$ cat config.mk
export PLATFORM = sky130hd
export DESIGN_NAME = elevator_scheduler
export DESIGN_NICKNAME = d
export VERILOG_FILES = /design/src/rtl/elevator_scheduler.sv
export SDC_FILE = /design/constraint.sdc
export NUM_CORES = 1
export LEC_CHECK = 0
export ABC_AREA = 1
export CORE_ASPECT_RATIO = 0.7
export CORE_MARGIN = 2
export CORE_UTILIZATION = 35
export CTS_CLUSTER_DIAMETER = 100
export DETAILED_ROUTE_END_ITERATION = 16
export GPL_TIMING_DRIVEN = 0
export PLACE_DENSITY = 0.67
export SLEW_MARGIN = 0
export SYNTH_ARGS = -nofsm -noshare
export SYNTH_HDL_FRONTEND = slang
export SYNTH_SLANG_ARGS = --single-unit
$ cat constraint.sdc
create_clock -name clk -period 2.3 [get_ports clk]
set_input_delay 0.345 -clock clk [delete_from_list [all_inputs] [get_ports clk]]
set_output_delay 0.345 -clock clk [all_outputs]
set_load 0.01 [all_outputs]
$ cat src/rtl/elevator_scheduler.sv
// Single-car elevator scheduler: latches floor calls into a pending mask, steps the car
// one floor per TRAVEL_TICKS enable ticks and dwells with doors open at each served floor.
module elevator_scheduler #(
    parameter int unsigned TRAVEL_TICKS = 2,
    parameter int unsigned DOOR_TICKS   = 4
) (
    input  logic       clk,
    input  logic       nrst,
    input  logic       tick,
    input  logic [7:0] req,
    output logic [7:0] destination,
    output logic [1:0] sim_state,
    output logic [2:0] floor,
    output logic       door_open
);

    typedef enum logic [1:0] {
        ST_IDLE = 2'b00,
        ST_UP   = 2'b01,
        ST_DOWN = 2'b10,
        ST_DOOR = 2'b11
    } state_t;

    localparam logic [3:0] TRAVEL_LAST = 4'(TRAVEL_TICKS - 1);
    localparam logic [3:0] DOOR_LAST   = 4'(DOOR_TICKS - 1);

    state_t     r_state;
    logic [7:0] r_pending;
    logic [2:0] r_floor;
    logic       r_dir;
    logic [3:0] r_cnt;

    function automatic logic [7:0] onehot(input logic [2:0] f);
        return 8'h01 << f;
    endfunction

    function automatic logic [7:0] above_mask(input logic [2:0] f);
        return 8'hFE << f;
    endfunction

    function automatic logic [7:0] below_mask(input logic [2:0] f);
        return ~(8'hFF << f);
    endfunction

    logic [7:0] w_req_eff;
    logic [7:0] w_pending_in;
    logic       w_above;
    logic       w_below;
    logic       w_here;
    logic [2:0] w_step_floor;
    logic       w_step_here;
    logic       w_step_beyond;

    // Calls for the floor whose doors are open are absorbed, not latched.
    always_comb begin
        w_req_eff    = (r_state == ST_DOOR) ? (req & ~onehot(r_floor)) : req;
        w_pending_in = r_pending | w_req_eff;
        w_above      = |(r_pending & above_mask(r_floor));
        w_below      = |(r_pending & below_mask(r_floor));
        w_here       = r_pending[r_floor];
        if (r_state == ST_DOWN) begin
            w_step_floor  = (r_floor == 3'd0) ? 3'd0 : r_floor - 3'd1;
            w_step_beyond = |(r_pending & below_mask(w_step_floor));
        end else begin
            w_step_floor  = (r_floor == 3'd7) ? 3'd7 : r_floor + 3'd1;
            w_step_beyond = |(r_pending & above_mask(w_step_floor));
        end
        w_step_here = r_pending[w_step_floor];
    end

    always_ff @(posedge clk or negedge nrst) begin
        if (!nrst) begin
            r_state   <= ST_IDLE;
            r_pending <= '0;
            r_floor   <= '0;
            r_dir     <= 1'b0;
            r_cnt     <= '0;
        end else begin
            // NOTE: non-blocking updates; a later assignment in a branch overrides this default.
            r_pending <= w_pending_in;
            case (r_state)
                ST_IDLE: begin
                    r_cnt <= '0;
                    if (w_here) begin
                        r_state   <= ST_DOOR;
                        r_pending <= w_pending_in & ~onehot(r_floor);
                    end else if (w_above && (!w_below || !r_dir)) begin
                        r_state <= ST_UP;
                        r_dir   <= 1'b0;
                    end else if (w_below) begin
                        r_state <= ST_DOWN;
                        r_dir   <= 1'b1;
                    end
                end
                ST_UP, ST_DOWN: begin
                    if (tick) begin
                        if (r_cnt == TRAVEL_LAST) begin
                            r_floor <= w_step_floor;
                            r_cnt   <= '0;
                            if (w_step_here) begin
                                r_state   <= ST_DOOR;
                                r_pending <= w_pending_in & ~onehot(w_step_floor);
                            end else if (!w_step_beyond) begin
                                r_state <= ST_IDLE;
                            end
                        end else begin
                            r_cnt <= r_cnt + 4'd1;
                        end
                    end
                end
                ST_DOOR: begin
                    if (req[r_floor]) begin
                        r_cnt <= '0;
                    end else if (tick) begin
                        if (r_cnt == DOOR_LAST) begin
                            r_state <= ST_IDLE;
                            r_cnt   <= '0;
                        end else begin
                            r_cnt <= r_cnt + 4'd1;
                        end
                    end
                end
                default: begin
                    r_state <= ST_IDLE;
                    r_cnt   <= '0;
                end
            endcase
        end
    end

    assign destination = r_pending;
    assign sim_state   = r_state;
    assign floor       = r_floor;
    assign door_open   = (r_state == ST_DOOR);

endmodule

==> results.json <==
{
  "status": "finished clean",
  "hold_viol_final": 0,
  "drcViolationCount": 0,
  "hpwl_mm": 4.68,
  "clkSinkCount": 18,
  "critPathTopFamily": "simple AND/OR/NAND/NOR gates",
  "cp_num_cells": 11,
  "worst_slew_pin_slew_ps": 843,
  "clkPwrFrac_pct": 5.6,
  "track_usage_pct": 19.9,
  "syn_nets": 348,
  "io_pins": 25,
  "crit_arrival_ps": 2310,
  "pwr-share-comb_pct": 77.1,
  "post-route-period-util_pct": 94.9,
  "viasPerCell": 5.07,
  "ctsHtreeMaxLevel": 1,
  "pwr_density_cell_nw_per_um2": 1650,
  "yosysTopAreaCell": "dfrtp_1",
  "synthTopCellsByArea": "dfrtp_1 (23%), nand2_1 (17%), nand3_1 (11%), ha_1 (8.9%), inv_1 (8.4%)",
  "hold_buffers": 0,
  "skew_ps": 7.80,
  "cp_cell_sequence": "buf_4 -> ha_1 -> nand2_2 -> nand2_2 -> nand2_2 -> o21ai_4 -> inv_2 -> nand2_1 -> nand3_2 -> o21ai_1 -> a31oi_1",
  "dp_slack_ps": -356,
  "synth_edf_count": 0,
  "drt-initial-drc-count": 258,
  "yosysWarnings": 0,
  "grt_overflow": 0,
  "ys_types": 32,
  "slew-limit-headroom_pct": 43.6,
  "wl_mm": 5.95,
  "hold_class": "flip-flop to flip-flop",
  "synth_area_um2": 1970,
  "port_buffers": 24,
  "grt_max_degree": 19,
  "cts_buffer_depth": 2,
  "final-setup-viol-count": 0,
  "first_pass_iters": 5,
  "path_clk_slew_ps": 70,
  "dieArea_um2": 6250,
  "insertion_delay_ps": 260,
  "start_kind": "flip-flop",
  "final_nets": 381,
  "ff2ff_path_depth": 11,
  "wl_per_cell_um": 14.0,
  "fin_crit_ps": 2180,
  "drive_gt1_share_pct": 11.6,
  "cp-startpoint": "floor[1]",
  "grt_pass1_vias": 1885,
  "synth.most_common_cell": "nand2_1",
  "ys_seq_elements": 18,
  "place.gp.congestion": 1.01,
  "grt_first_pass_wirelength_mm": 9.61,
  "fp.dieW_um": 93.7,
  "p_sw_share_pct": 56.8,
  "nFillCells": 602,
  "p_switching_mw": 2.27,
  "ys_seq_area_share_pct": 22.9,
  "ys.flop_type": "dfrtp_1",
  "leakage_nw": 1.22,
  "cap_violations": 0,
  "critPathMaxStageDelay_ps": 400,
  "design.core.area_um2": 5340,
  "min_from": "sim_state[0]",
  "critPathCapture": "destination[4]",
  "critPathKind": "flip-flop to flip-flop",
  "r2r_setup_slack_ps": 120,
  "clock.fmax_mhz": 458,
  "r2r_start": "floor[1]",
  "netlist_top_cells_count": "nand2_1 (89), inv_1 (44), nand3_1 (44)",
  "seqPwrFrac_pct": 17.3,
  "synth_top_area_share_pct": 22.9,
  "chipHeight_um": 66.8,
  "worstPathRequired_ps": 2430,
  "crit_top_cell": "nand2_2",
  "crit_buf_inv": 2,
  "slowest_stage": "ha_1",
  "synth_cells": 323,
  "cts_tree": "done",
  "r2r-end": "destination[4]",
  "maxSlewViolCount": 0,
  "cts_buffers": 3,
  "antenna_found_initial": 0,
  "row_count": 22,
  "synth.avg_cell_area_um2": 6.10,
  "rsz0062_at_grt": "no",
  "antenna_cells": 0,
  "cts_root_buf": "clkbuf_8",
  "peakVddDrop_mv": 0.643,
  "intPower_mw": 1.72,
  "ant_nets": 0,
  "timing.hold.ws_ps": 549,
  "start_util_pct": 36.9,
  "end_kind": "flip-flop",
  "finalWorstSetupSlack_ps": 118,
  "syn_to_final_growth_pct": 22.6,
  "setup_tns_ps": 0,
  "vias": 2159,
  "path_max_fanout": 7,
  "synthArstFlopShare_pct": 100
}
[layout by cell type (no fill, tap or decap), types with 2 or more instances in the layout]
| cell type | count |
|---|---|
| o21ai_1 | 5 |
| buf_6 | 2 |
| inv_2 | 4 |
| clkdlybuf4s50_1 | 24 |
| buf_4 | 4 |
| nand2_1 | 89 |
| nor3_1 | 3 |
| buf_2 | 2 |
| a21oi_1 | 25 |
| a31oi_1 | 3 |
| dfrtp_1 | 17 |
| nand2_2 | 8 |
| inv_1 | 42 |
| o21ai_0 | 11 |
| inv_4 | 2 |
| nor2_1 | 25 |
| nand2_4 | 3 |
| nand3_2 | 3 |
| ha_1 | 11 |
| nand4_1 | 4 |
| nand3_1 | 43 |
| clkbuf_8 | 3 |
| ha_2 | 2 |
| clkbuf_1 | 4 |
[timing repair]
action	CTS	global route
pin swaps	0	2
endpoints found under the setup margin	11	11
gates resized for setup	11	7
setup buffers	1	3
hold endpoints to repair	0	0
[worst min-delay path by stage]
| stage | cells after the start | to | slack, ps |
|---|---|---|---|
| 6_report | 2 | sim_state[0] | 550 |
| 5_1_grt | 2 | sim_state[1] | 590 |
| 4_1_cts | 2 | sim_state[0] | 560 |
| 3_5_place_dp | 2 | sim_state[0] | 540 |
| 3_3_place_gp | 2 | sim_state[0] | 530 |
| 2_1_floorplan | 0 | destination[0] | 50 |
[power groups by stage]
stage	combinational [mW]	sequential [mW]	clock, mW
3_3_place_gp	2.83	0.699	0
5_1_grt	3.43	0.712	0.245
2_1_floorplan	2.03	0.674	0
6_report	3.07	0.691	0.223
3_5_place_dp	2.86	0.700	0
4_1_cts	2.95	0.694	0.229
[sequential cells by signal (all words and copies together), names as in the netlist]
name and count:
destination 8, r_cnt 4, floor 3, sim_state 2, r_dir 1
[area by class of cell]
type	instances	area, um2	area share [%]
inverter	49	194	8.04
timing repair buffer	28	270	11.2
tap	72	90.1	3.73
sequential	18	452	18.7
buffer	8	47.5	1.97
multi-input combinational	248	1320	54.6
clock buffer	3	41.3	1.71
[through the flow]
step	instances	utilization, %	total power, mW	instance area (um2)
3_3_place_gp	419	43.1	3.53	2300
2_1_floorplan	323	-	2.70	1970
5_1_grt	426	45.2	4.38	2410
3_5_place_dp	419	43.1	3.56	2300
6_report	426	45.2	3.99	2410
4_1_cts	423	44.4	3.87	2370
[worst register-to-register path, stage by stage (launching register included)]
cell and delay [ps]:
dfrtp_1 370, buf_4 140, ha_1 400, nand2_2 180, nand2_2 140, nand2_2 70
o21ai_4 90, inv_2 80, nand2_1 80, nand3_2 120, o21ai_1 270, a31oi_1 120
[logic make-up (layout without fill, tap and decap cells)]
group,Yosys count,after routing,synth area share [%]
buffers and inverters,57,88,11.6
xor gates and xnor gates,1,1,0.445
DFF,18,18,22.9
AOI/OAI and AO/OA,50,50,14.4
muxes,1,1,0.508
and+or+nand+nor,182,182,41.4
adders and majority gates,14,14,8.89
[metal layers]
layer  GRT usage, %  share of wire [%]
met2           27.2                 38
met3           3.73                9.3
met5              0                  0
met1           32.8                 52
met4           1.27                  0
No activity file was read; power rests on OpenSTA's default activity.
